$ cat config.mk
export PLATFORM = sky130hd
export DESIGN_NAME = hazard_scoreboard
export DESIGN_NICKNAME = d
export VERILOG_FILES = /design/src/rtl/hazard_scoreboard.sv
export SDC_FILE = /design/constraint.sdc
export NUM_CORES = 1
export LEC_CHECK = 0
export BUFFER_PORTS_ARGS = -buffer_cell sky130_fd_sc_hd__buf_2
export CORE_MARGIN = 4
export CORE_UTILIZATION = 35
export CTS_CLUSTER_SIZE = 8
export DETAILED_ROUTE_END_ITERATION = 8
export GPL_TIMING_DRIVEN = 1
export HOLD_SLACK_MARGIN = 0.05
export PLACE_DENSITY = 0.61
export SKIP_LAST_GASP = 1
export SLEW_MARGIN = 25
export SYNTH_ARGS = -nofsm -noshare
export SYNTH_HDL_FRONTEND = slang
export SYNTH_SLANG_ARGS = --single-unit
$ cat constraint.sdc
create_clock -name clk -period 2.2 [get_ports clk]
set_input_delay 0 -clock clk [delete_from_list [all_inputs] [get_ports clk]]
set_output_delay 0 -clock clk [all_outputs]
set_load 0.01 [all_outputs]
$ cat src/rtl/hazard_scoreboard.sv
// Pipeline hazard unit: operand forwarding, load-use and multiply scoreboard stalls,
// multiplier structural stall, control-hazard flushes and a saturating stall counter.
module hazard_scoreboard #(
  parameter int unsigned NREG    = 16,
  parameter int unsigned AW      = 4,
  parameter int unsigned NRD     = 2,
  parameter int unsigned MUL_LAT = 3
) (
  input  logic              clk,
  input  logic              rst_n,
  input  logic [NRD*AW-1:0] RAD,
  input  logic [NRD-1:0]    RVD,
  input  logic [NRD*AW-1:0] RAE,
  input  logic [AW-1:0]     WA3E,
  input  logic [AW-1:0]     WA3M,
  input  logic [AW-1:0]     WA3W,
  input  logic              RegWriteE,
  input  logic              RegWriteM,
  input  logic              RegWriteW,
  input  logic              MemtoRegE,
  input  logic              MulD,
  input  logic              MulIssueE,
  input  logic              MulDone,
  input  logic [AW-1:0]     MulWA,
  input  logic              PCSrcD,
  input  logic              PCSrcE,
  input  logic              PCSrcM,
  input  logic              PCSrcW,
  input  logic              BranchTakenE,
  input  logic              StallClr,
  output logic              StallF,
  output logic              StallD,
  output logic              FlushD,
  output logic              FlushE,
  output logic [2*NRD-1:0]  ForwardE,
  output logic              MulBusy,
  output logic [15:0]       StallCount
);

  localparam int unsigned CW  = 4;
  localparam int unsigned SCW = 16;

  logic [NREG-1:0] r_pend;
  logic [CW-1:0]   r_busy_cnt;
  logic [SCW-1:0]  r_stall_cnt;

  logic [NREG-1:0]  w_pend_eff;
  logic [2*NRD-1:0] w_fwd;
  logic             w_ldr_stall;
  logic             w_pend_stall;
  logic             w_struct_stall;
  logic             w_hz;
  logic             w_pc_pend;
  logic             w_issue;
  logic             w_unused;

  // RegWriteE is part of the stage interface but no hazard decision depends on it
  assign w_unused = RegWriteE;

  // Memory stage result has priority over Writeback
  always_comb begin
    w_fwd = '0;
    for (int unsigned i = 0; i < NRD; i++) begin
      if (RegWriteM && (RAE[i*AW +: AW] == WA3M))
        w_fwd[2*i +: 2] = 2'b10;
      else if (RegWriteW && (RAE[i*AW +: AW] == WA3W))
        w_fwd[2*i +: 2] = 2'b01;
    end
  end

  // A pending register being written back by the multiplier this cycle no longer blocks
  always_comb begin
    w_pend_eff = '0;
    for (int unsigned r = 0; r < NREG; r++)
      w_pend_eff[r] = r_pend[r] & ~(MulDone & (MulWA == AW'(r)));
  end

  always_comb begin
    w_ldr_stall  = 1'b0;
    w_pend_stall = 1'b0;
    for (int unsigned i = 0; i < NRD; i++) begin
      if (RVD[i]) begin
        if (RAD[i*AW +: AW] == WA3E) begin
          if (MemtoRegE) w_ldr_stall  = 1'b1;
          if (MulIssueE) w_pend_stall = 1'b1;
        end
        for (int unsigned r = 0; r < NREG; r++)
          if (w_pend_eff[r] && (RAD[i*AW +: AW] == AW'(r))) w_pend_stall = 1'b1;
      end
    end
  end

  assign w_struct_stall = MulD & (r_busy_cnt > CW'(1));
  assign w_hz           = w_ldr_stall | w_pend_stall | w_struct_stall;
  assign w_pc_pend      = PCSrcD | PCSrcE | PCSrcM;

  // Combinational outputs are forced quiet while reset is held
  assign StallD   = rst_n & w_hz;
  assign StallF   = rst_n & (w_hz | w_pc_pend);
  assign FlushE   = rst_n & (w_hz | BranchTakenE);
  assign FlushD   = rst_n & (w_pc_pend | PCSrcW | BranchTakenE);
  assign ForwardE = rst_n ? w_fwd : '0;
  assign MulBusy  = (r_busy_cnt != '0);

  assign w_issue    = MulIssueE & ~FlushE;
  assign StallCount = r_stall_cnt;

  // Scoreboard: a new issue wins over a completion to the same register
  always_ff @(posedge clk or negedge rst_n) begin
    if (!rst_n) begin
      r_pend <= '0;
    end else begin
      for (int unsigned r = 0; r < NREG; r++) begin
        if (w_issue && (WA3E == AW'(r)))
          r_pend[r] <= 1'b1;
        else if (MulDone && (MulWA == AW'(r)))
          r_pend[r] <= 1'b0;
      end
    end
  end

  always_ff @(posedge clk or negedge rst_n) begin
    if (!rst_n)
      r_busy_cnt <= '0;
    else if (w_issue)
      r_busy_cnt <= CW'(MUL_LAT);
    else if (r_busy_cnt != '0)
      r_busy_cnt <= r_busy_cnt - CW'(1);
  end

  always_ff @(posedge clk or negedge rst_n) begin
    if (!rst_n)
      r_stall_cnt <= '0;
    else if (StallClr)
      r_stall_cnt <= '0;
    else if (StallD && (r_stall_cnt != '1))
      r_stall_cnt <= r_stall_cnt + SCW'(1);
  end

endmodule

==> results of run 1 <==
[area by class of cell]
type | instances | area (µm²) | area share (%)
Multi-Input combinational cell | 250 | 1780 | 45.9
Timing Repair Buffer | 142 | 920 | 23.7
Sequential cell | 36 | 902 | 23.3
Tap cell | 102 | 128 | 3.29
Clock buffer | 7 | 86.3 | 2.23
Inverter | 15 | 56.3 | 1.45
Clock inverter | 1 | 7.51 | 0.194
[power by group through the flow]
stage	clock network, W	registers, W	logic [W]
6_report	0.000516	0.000849	0.000983
5_1_grt	0.000566	0.000860	0.00108
4_1_cts	0.000534	0.000846	0.000922
3_5_place_dp	0	0.000854	0.000874
3_3_place_gp	0	0.000858	0.000858
2_1_floorplan	0	0.000843	0.000473
[flip-flops by register name, summed over array words and instances, names as in the netlist]
| name | flops |
|---|---|
| StallCount | 16 |
| r_busy_cnt | 4 |
| r_pend | 16 |
[cell usage in the layout (no fill, tap or decap), drive strengths merged, types with 6 or more instances in the layout]
master / instances
a21oi: 7
buf: 140
clkbuf: 7
dfrtp: 36
inv: 15
mux2: 11
nand2: 17
nand2b: 8
nand3: 9
nand4: 6
nor2: 25
nor2b: 13
nor4: 15
o2111ai: 7
o211ai: 14
o21ai: 32
xnor2: 8
xor2: 14
[kinds of logic (layout without fill, tap and decap cells)]
logic type,after synthesis,after routing,share of synthesized area (%)
xor gates and xnor gates,22,22,7.01
DFF,36,36,32.8
buffers and inverters,34,165,5.19
AOI/OAI and AO/OA,85,85,22.2
adders and majority gates,3,3,1.37
and+or+nand+nor,125,125,25.2
muxes,15,15,6.23
[critical path, cell delays in order (launching register included)]
cell and delay, ps:
dfrtp_1 390, inv_2 80, ha_1 140, nor2_1 40, o31a_1 250, a221o_1 300, a41oi_2 180, o211ai_2 120
buf_4 160, o31ai_4 270, buf_4 180, nand4b_1 180, o21ai_1 180
[stage by stage]
stage | util (%) | power, W | hold slack [ps] | TNS (ps)
after detailed placement | 47.4 | 0.00173 | -96.4 | -5800
after global routing | 50.4 | 0.00251 | 125 | -12520
final | 50.4 | 0.00235 | 113 | -7810
after floorplan | - | 0.00132 | -296 | -175
after CTS | 49.5 | 0.00230 | 105 | -7060
after global placement | 47.4 | 0.00172 | -103 | -5180
[worst paths after layout]
path	end	depth (start not counted)	from
max in group asynchronous	r_busy_cnt[0]	3	rst_n
max reg2reg	r_pend[7]	12	r_busy_cnt[1]
min	StallCount[12]	2	rst_n
min reg2reg	r_pend[3]	2	r_pend[3]
min in group clk	r_pend[7]	4	MulWA[0]
max	r_pend[7]	12	r_busy_cnt[1]
[repair_timing]
item,4_1_cts,5_1_grt
setup buffers,4,5
gates resized for setup,18,11
gates cloned,0,0
endpoints found under the hold margin,38,0
hold buffers,2,0
pin swaps,9,5
setup endpoints to repair,37,39
[per-layer routing]
metal  vias to the layer above  routed length, µm
met1                      1406               3760
met5                         -                  0
li1                       1444                  -
met4                         0                254
met3                        21                486
met2                        96               4330
==> impl_results.md, run 1 <==
* Port Buffers at 72
* Die Y at 96.6 µm
* ANT cells at 0
* Flop-to-flop setup slack at -330 ps
* Starting Density at 35.8%
* Final Skew at 20.6 ps
* CTS tree: done
* Sw frac at 35.0%
* #FFs+latches synth at 36
* Largest net degree at the start of global routing at 37
* Critical Path End Type: flop
* Worst Setup Path Type: reg2reg
* Design Area, Final at 0.00388 mm²
* # H-tree levels at 2
* Mapped Area at 0.00275 mm²
* Outcome: finished with violations
* Power density over cell area at 605 mW/mm²
* Cell count after synthesis at 320
* Post-synth EDFFs at 0
* Worst skew pair latency at 300 ps
* Final period utilization at 115%
* Worst Hold Class: in2async
* Library cells used by synthesis at 60
* Initial antenna violation count at 0
* Overall Global Routing Usage at 18.9%
* Gp weighted congestion at 0.930
* Max-Slew Margin vs Limit at 67.3%
* Synth Area per Inst at 8.59 µm²
* M2 GR Usage at 31.3%
* Max Cap Violations at 0
* Drt via density at 5.37
* Die area at 0.00934 mm²
* Pre-CTS WS at -267 ps
* Ports at 74
* Clock root cell: clkbuf_8
* Final hold vios at 0
* Area fraction of the dominant cell type after synthesis at 32.8%
* Sw Pwr at 0.000822 W
* Largest cells by area after synthesis: dfrtp_1, o21ai_0, xor2_1
* Combinational Power Share at 41.9%
* Seq/Total Area, Yosys at 32.8%
* Synth Warn # at 0
* Syn_nets at 372
* Most used DFF post-synth: dfrtp_1
* Dpl hpwl at 6870 µm
* Crit path max fanout at 4
* Clock power frac at 22.0%
* Worst slew pin tran at 490 ps
* Clock transition at path regs at 80 ps
* Unrepaired setup endpoints after global routing: yes
* Pint at 0.00153 W
* Endpoints failing setup at 39
* WP data required at 2420 ps
* Critical path arrival at 2750 ps
* Setup ws final at -332 ps
* WL/cell at 16.0 µm
* Number of remaining DRC errors at 0
* Row count at 32
* Drt pass-1 iters at 5
* Global-route wire length before repair at 14600 µm
* Dominant cell type by area after synthesis: dfrtp_1
* Clock Path Buffers at 2
* Layout Nets at 502
* Final wirelength at 8830 µm
* Vias at 2967
* Most numerous cell in the Yosys netlist: dfrtp_1
* M3 GR Usage at 3.53%
* Final global-route overflow total at 0
* DRT iter0 DRCs at 198
* Leak Pwr at 1.76 nW
* Routed Antenna Nets at 0
* Core area at 0.00769 mm²
* DP Area at 0.00365 mm²
* Most used routing layer: met2
* CP Launch Type: flop
* DIE WIDTH at 96.6 µm
* Fin crit period at 2530 ps
* Cts bufs inserted at 5
* Max-slew violations at 0
* Asr flop ratio synth at 100%
* Sequential share of power at 36.2%
* Fill count at 787
* Max Clk Rate at 0.395 GHz
* Number of global-route vias before repair at 2914
* Dpl cells at 534
* Area grow syn2layout at 41.0%
* Proportion of layout cells with a drive suffix above 1 at 41.2%
* Failing checks: setup timing
* GRT met1 Usage at 24.4%
* Clock sink count at 36
* Final Non-Filler Cells at 553
* Peak supply drop at 0.444 mV
* Commonest cells post-synth: dfrtp_1, o21ai_0, nor2_1
Note: power is estimated with default switching activity, not from simulation.
==> run 2, diff against run 1 <==
PLACE_DENSITY = 0.6   (was 0.61)
==> impl_results.md, run 2 (synthesized netlist as in run 1, its figures left out) <==
* Overall Global Routing Usage at 17.7% (was 18.9%)
* Final global-route overflow total at 0 (unchanged)
* Sequential share of power at 36.7% (was 36.2%)
* Sw frac at 34.9% (was 35.0%)
* Critical Path End Type: flop (unchanged)
* Max-slew violations at 0 (unchanged)
* Worst slew pin tran at 521 ps (was 490 ps)
* Cts bufs inserted at 5 (unchanged)
* CP Launch Type: flop (unchanged)
* ANT cells at 0 (unchanged)
* Global-route wire length before repair at 13600 µm (was 14600 µm)
* Max Clk Rate at 0.403 GHz (was 0.395 GHz)
* Min-delay src: MulIssueE
* Final hold vios at 0 (unchanged)
* Flop-to-flop setup slack at -280 ps (was -330 ps)
* M2 GR Usage at 28.9% (was 31.3%)
* Area grow syn2layout at 40.8% (was 41.0%)
* Launch point of the worst reg-to-reg path: r_busy_cnt[1] (unchanged)
* Leak Pwr at 1.77 nW (was 1.76 nW)
* R2R depth at 12 (unchanged)
* Initial antenna violation count at 0 (unchanged)
* Commonest non-fill, non-tap cells in the layout: buf_2, buf_4, dfrtp_1 (unchanged)
* Final wirelength at 8430 µm (was 8830 µm)
* Die Y at 96.6 µm (unchanged)
* Hold Crit Endpoint: r_pend[1]
* Peak supply drop at 0.348 mV (was 0.444 mV)
* Pre-CTS WS at -304 ps (was -267 ps)
* Layout Nets at 503 (was 502)
* Combinational Power Share at 42.7% (was 41.9%)
* Port Buffers at 72 (unchanged)
* Proportion of layout cells with a drive suffix above 1 at 40.0% (was 41.2%)
* Design Area, Final at 0.00387 mm² (was 0.00388 mm²)
* Crit path max fanout at 4 (unchanged)
* Hold-critical path depth at 3
* Gp weighted congestion at 0.920 (was 0.930)
* Pint at 0.00150 W (was 0.00153 W)
* Failing checks: setup timing (unchanged)
* Routed Antenna Nets at 0 (unchanged)
* Worst skew pair latency at 290 ps (was 300 ps)
* Setup ws final at -281 ps (was -332 ps)
* DRT iter0 DRCs at 166 (was 198)
* Clock sink count at 36 (unchanged)
* Clock root cell: clkbuf_8 (unchanged)
* Most used routing layer: met2 (unchanged)
* Sw Pwr at 0.000804 W (was 0.000822 W)
* Final Skew at 9.03 ps (was 20.6 ps)
* Clock transition at path regs at 80 ps (about the same)
* Die area at 0.00934 mm² (unchanged)
* Largest net degree at the start of global routing at 31 (was 37)
* GRT met1 Usage at 23.8% (was 24.4%)
* Power density over cell area at 595 mW/mm² (was 605 mW/mm²)
* Critical path arrival at 2690 ps (was 2750 ps)
* Clock Path Buffers at 2 (unchanged)
* # H-tree levels at 2 (unchanged)
* WP data required at 2410 ps (was 2420 ps)
* Max-Slew Margin vs Limit at 65.2% (was 67.3%)
* Ports at 74 (unchanged)
* Final period utilization at 113% (was 115%)
* M3 GR Usage at 2.88% (was 3.53%)
* Max Cap Violations at 0 (unchanged)
* DP Area at 0.00368 mm² (was 0.00365 mm²)
* Starting Density at 35.8% (unchanged)
* Core area at 0.00769 mm² (unchanged)
* Worst Setup Path Type: reg2reg (unchanged)
* Drt via density at 5.32 (was 5.37)
* R2R Path End: r_pend[6] (was r_pend[7])
* Dpl hpwl at 6690 µm (was 6870 µm)
* Endpoints failing setup at 38 (was 39)
* Number of remaining DRC errors at 0 (unchanged)
* Outcome: finished with violations (unchanged)
* Clock power frac at 20.6% (was 22.0%)
* Fin crit period at 2480 ps (was 2530 ps)
* Row count at 32 (unchanged)
* Worst Hold Class: in2reg (was in2async)
* Drt pass-1 iters at 4 (was 5)
* DIE WIDTH at 96.6 µm (unchanged)
* Unrepaired setup endpoints after global routing: yes (unchanged)
* Number of global-route vias before repair at 2814 (was 2914)
* Most common cell after layout, fill and taps aside: buf_2 (unchanged)
* Vias at 2950 (was 2967)
* WL/cell at 15.2 µm (was 16.0 µm)
* CTS tree: done (unchanged)
==> run 2: changes by cell type in the layout (fill, tap and decap cells not counted), moves of 2 or more <==
cell and delta:
o21ai_2 -2, nor4_1 +3, clkinv_2 +2, o21ai_0 +4, nor4_2 -3, o21ai_1 -2
==> run 2: cell type report <==
class	instances	area, µm²
Fill cell	775	3810
Clock buffer	5	68.8
Inverter	15	56.3
Clock inverter	3	18.8
Sequential cell	36	902
Tap cell	102	128
Timing Repair Buffer	143	943
Multi-Input combinational cell	250	1760
==> run 2: worst max path at each step <==
stage | from | end | slack, ps | cells past startpoint
after floorplan | r_busy_cnt[0] | StallCount[7] | -80 | 11
final | r_busy_cnt[1] | r_pend[6] | -280 | 12
after global placement | r_busy_cnt[1] | r_pend[7] | -230 | 11
after global routing | r_busy_cnt[1] | r_pend[7] | -420 | 12
after CTS | r_busy_cnt[1] | r_pend[4] | -340 | 12
after detailed placement | r_busy_cnt[0] | r_pend[7] | -300 | 11
==> run 2: power by group through the flow <==
stage	clock network, W	logic, W	registers, W
3_3_place_gp	0	0.000885	0.000856
6_report	0.000475	0.000983	0.000845
4_1_cts	0.000488	0.000955	0.000843
2_1_floorplan	0	0.000473	0.000843
5_1_grt	0.000521	0.00108	0.000858
3_5_place_dp	0	0.000908	0.000851
==> run 2: timing repair <==
| item | in CTS | in global routing |
|---|---|---|
| hold buffers | 2 | 0 |
| endpoints found under the hold margin | 23 | 0 |
| cloned | 0 | 0 |
| pin swaps | 2 | 10 |
| resized for setup | 3 | 17 |
| setup buffers | 5 | 2 |
| setup endpoints to repair | 38 | 39 |
==> run 2: per-layer routing <==
metal	vias to the layer above	wire, µm
li1	1445	-
met2	88	4100
met4	0	208
met5	-	0
met1	1403	3640
met3	14	486
==> run 2: worst max-delay path, stage by stage, from the launching register on <==
cell and delay, ps:
dfrtp_1 390, inv_2 80, ha_1 140, nor2_1 40, o31a_1 240, a221o_1 310
a41oi_2 190, o211ai_2 120, buf_4 160, o31ai_4 220, buf_6 160, nand4b_1 160
o21ai_0 180
==> run 2: per-stage QoR <==
step / utilization (%) / setup TNS, ps / instances / total power (W) / hold WS, ps
finish: 50.4 / -6980 / 554 / 0.00230 / 79.6
CTS: 49.8 / -8630 / 552 / 0.00229 / 68.3
floorplan: - / -175 / 320 / 0.00132 / -296
detailed placement: 47.9 / -7020 / 537 / 0.00176 / 60.2
global route: 50.4 / -12310 / 554 / 0.00246 / 89.1
global placement: 47.9 / -6320 / 537 / 0.00174 / 66.1
==> run 3, diff against run 2 <==
SKIP_CTS_REPAIR_TIMING = 1   (was unset)
==> impl_results.md, run 3 (synthesized netlist as in run 1, its figures left out) <==
* Outcome: finished with violations (unchanged)
* Failing checks: setup timing (unchanged)
* Routed Antenna Nets at 0 (unchanged)
* Endpoints failing setup at 39 (was 38)
* Gp weighted congestion at 0.920 (unchanged)
* Die Y at 96.6 µm (unchanged)
* Vias at 2976 (was 2950)
* Design Area, Final at 0.00402 mm² (was 0.00387 mm²)
* Max-Slew Margin vs Limit at 65.5% (was 65.2%)
* Critical path arrival at 2550 ps (was 2690 ps)
* Max Clk Rate at 0.392 GHz (was 0.403 GHz)
* Initial antenna violation count at 0 (unchanged)
* Row count at 32 (unchanged)
* Proportion of layout cells with a drive suffix above 1 at 44.4% (was 40.0%)
* ANT cells at 0 (unchanged)
* Max Cap Violations at 0 (unchanged)
* Layout Nets at 504 (was 503)
* Flop-to-flop setup slack at -340 ps (was -280 ps)
* Crit path to: FlushE (was r_pend[6])
* Drt pass-1 iters at 5 (was 4)
* Final period utilization at 116% (was 113%)
* Worst Setup Path Type: reg2out (was reg2reg)
* Critical path origin: r_busy_cnt[0] (was r_busy_cnt[1])
* Worst Hold Class: in2reg (unchanged)
* Starting Density at 35.8% (unchanged)
* Clock sink count at 36 (unchanged)
* Largest net degree at the start of global routing at 31 (unchanged)
* WHS at 56.5 ps (was 79.6 ps)
* Sw frac at 35.2% (was 34.9%)
* Final Skew at 10.1 ps (was 9.03 ps)
* Commonest non-fill, non-tap cells in the layout: buf_2, buf_4, dfrtp_1 (unchanged)
* Final hold vios at 0 (unchanged)
* CP Launch Type: flop (unchanged)
* R2R Path End: StallCount[7] (was r_pend[6])
* Final Core Density at 52.3% (was 50.4%)
* Clock transition at path regs at 70 ps (was 80 ps)
* Final global-route overflow total at 0 (unchanged)
* DP Area at 0.00368 mm² (unchanged)
* Worst slew pin tran at 517 ps (was 521 ps)
* Fill count at 751 (was 775)
* Port Buffers at 72 (unchanged)
* DRT iter0 DRCs at 196 (was 166)
* Worst skew pair latency at 290 ps (about the same)
* WP data required at 2200 ps (was 2410 ps)
* DIE WIDTH at 96.6 µm (unchanged)
* Most common cell after layout, fill and taps aside: buf_2 (unchanged)
* Overall Global Routing Usage at 17.6% (was 17.7%)
* Design Power at 0.00244 W (was 0.00230 W)
* Clock Path Buffers at 2 (unchanged)
* Setup_tns at -10260 ps (was -6980 ps)
* Fin crit period at 2550 ps (was 2480 ps)
* Clock power frac at 19.5% (was 20.6%)
* Drt via density at 5.36 (was 5.32)
* Max-slew violations at 0 (unchanged)
* R2R depth at 12 (unchanged)
* # H-tree levels at 2 (unchanged)
* Die area at 0.00934 mm² (unchanged)
* Pint at 0.00158 W (was 0.00150 W)
* Combinational Power Share at 45.5% (was 42.7%)
* Peak supply drop at 0.324 mV (was 0.348 mV)
* CTS tree: done (unchanged)
* Dpl hpwl at 6690 µm (unchanged)
* Sequential share of power at 35.0% (was 36.7%)
* Cts bufs inserted at 5 (unchanged)
* Clock root cell: clkbuf_8 (unchanged)
* WL/cell at 15.6 µm (was 15.2 µm)
* Sw Pwr at 0.000858 W (was 0.000804 W)
* Ports at 74 (unchanged)
* Critical Path End Type: output port (was flop)
* Global-route wire length before repair at 13500 µm (was 13600 µm)
* Core area at 0.00769 mm² (unchanged)
* Number of remaining DRC errors at 0 (unchanged)
* Final wirelength at 8650 µm (was 8430 µm)
* Power density over cell area at 606 mW/mm² (was 595 mW/mm²)
* Number of global-route vias before repair at 2792 (was 2814)
* Leak Pwr at 1.80 nW (was 1.77 nW)
* Launch point of the worst reg-to-reg path: r_busy_cnt[0] (was r_busy_cnt[1])
* Area grow syn2layout at 46.3% (was 40.8%)
* Setup ws final at -349 ps (was -281 ps)
* Unrepaired setup endpoints after global routing: yes (unchanged)
* Crit path max fanout at 4 (unchanged)
[run 3: worst min path at each step]
| stage | end | from | cells after the start | slack [ps] |
|---|---|---|---|---|
| after floorplan | StallCount[0] | rst_n | 0 | -300 |
| after global placement | StallCount[15] | rst_n | 2 | 70 |
| after detailed placement | StallCount[15] | rst_n | 2 | 60 |
| after CTS | StallCount[15] | rst_n | 2 | -260 |
| after global routing | r_busy_cnt[3] | MulIssueE | 2 | 50 |
| final | r_busy_cnt[3] | MulIssueE | 2 | 60 |
[run 3: layout make-up]
cell class | instances | area [µm²] | area share [%]
multi-input cells | 250 | 1860 | 46.2
clock buffers | 5 | 68.8 | 1.71
inverters | 15 | 56.3 | 1.40
flip-flops and latches | 36 | 903 | 22.5
clock inverters | 3 | 18.8 | 0.466
well taps | 102 | 128 | 3.17
repair buffers | 144 | 991 | 24.6
[run 3: per-layer routing]
layer / vias up / share of wire [%] / track usage [%]
met5: - / 0 / 0
met4: 0 / 2.8 / 6.26
met3: 16 / 4.8 / 3.24
met2: 94 / 49 / 28.8
met1: 1423 / 43 / 23.3
li1: 1443 / - / -
[run 3: stage by stage]
step	std cells	setup WS, ps
after floorplan	320	-81.6
after global placement	537	-232
after detailed placement	537	-304
after CTS	545	-492
after global routing	555	-468
final	555	-349
[run 3: worst max-delay path: stages, from the launching register on]
cell and delay, ps:
dfrtp_2 440, inv_2 80, ha_4 120, nor2_1 30, o31a_1 240, a221o_1 300, a41oi_2 190, o211ai_2 110
buf_4 150, o31ai_4 270, buf_6 150, inv_1 40, buf_2 140
[run 3: power groups by stage]
stage          Clock, W  Sequential [W]  Combinational (W)
2_1_floorplan         0        0.000843           0.000473
3_3_place_gp          0        0.000856           0.000885
3_5_place_dp          0        0.000851           0.000908
4_1_cts        0.000488        0.000843           0.000908
5_1_grt        0.000520        0.000866            0.00122
6_report       0.000476        0.000853            0.00111
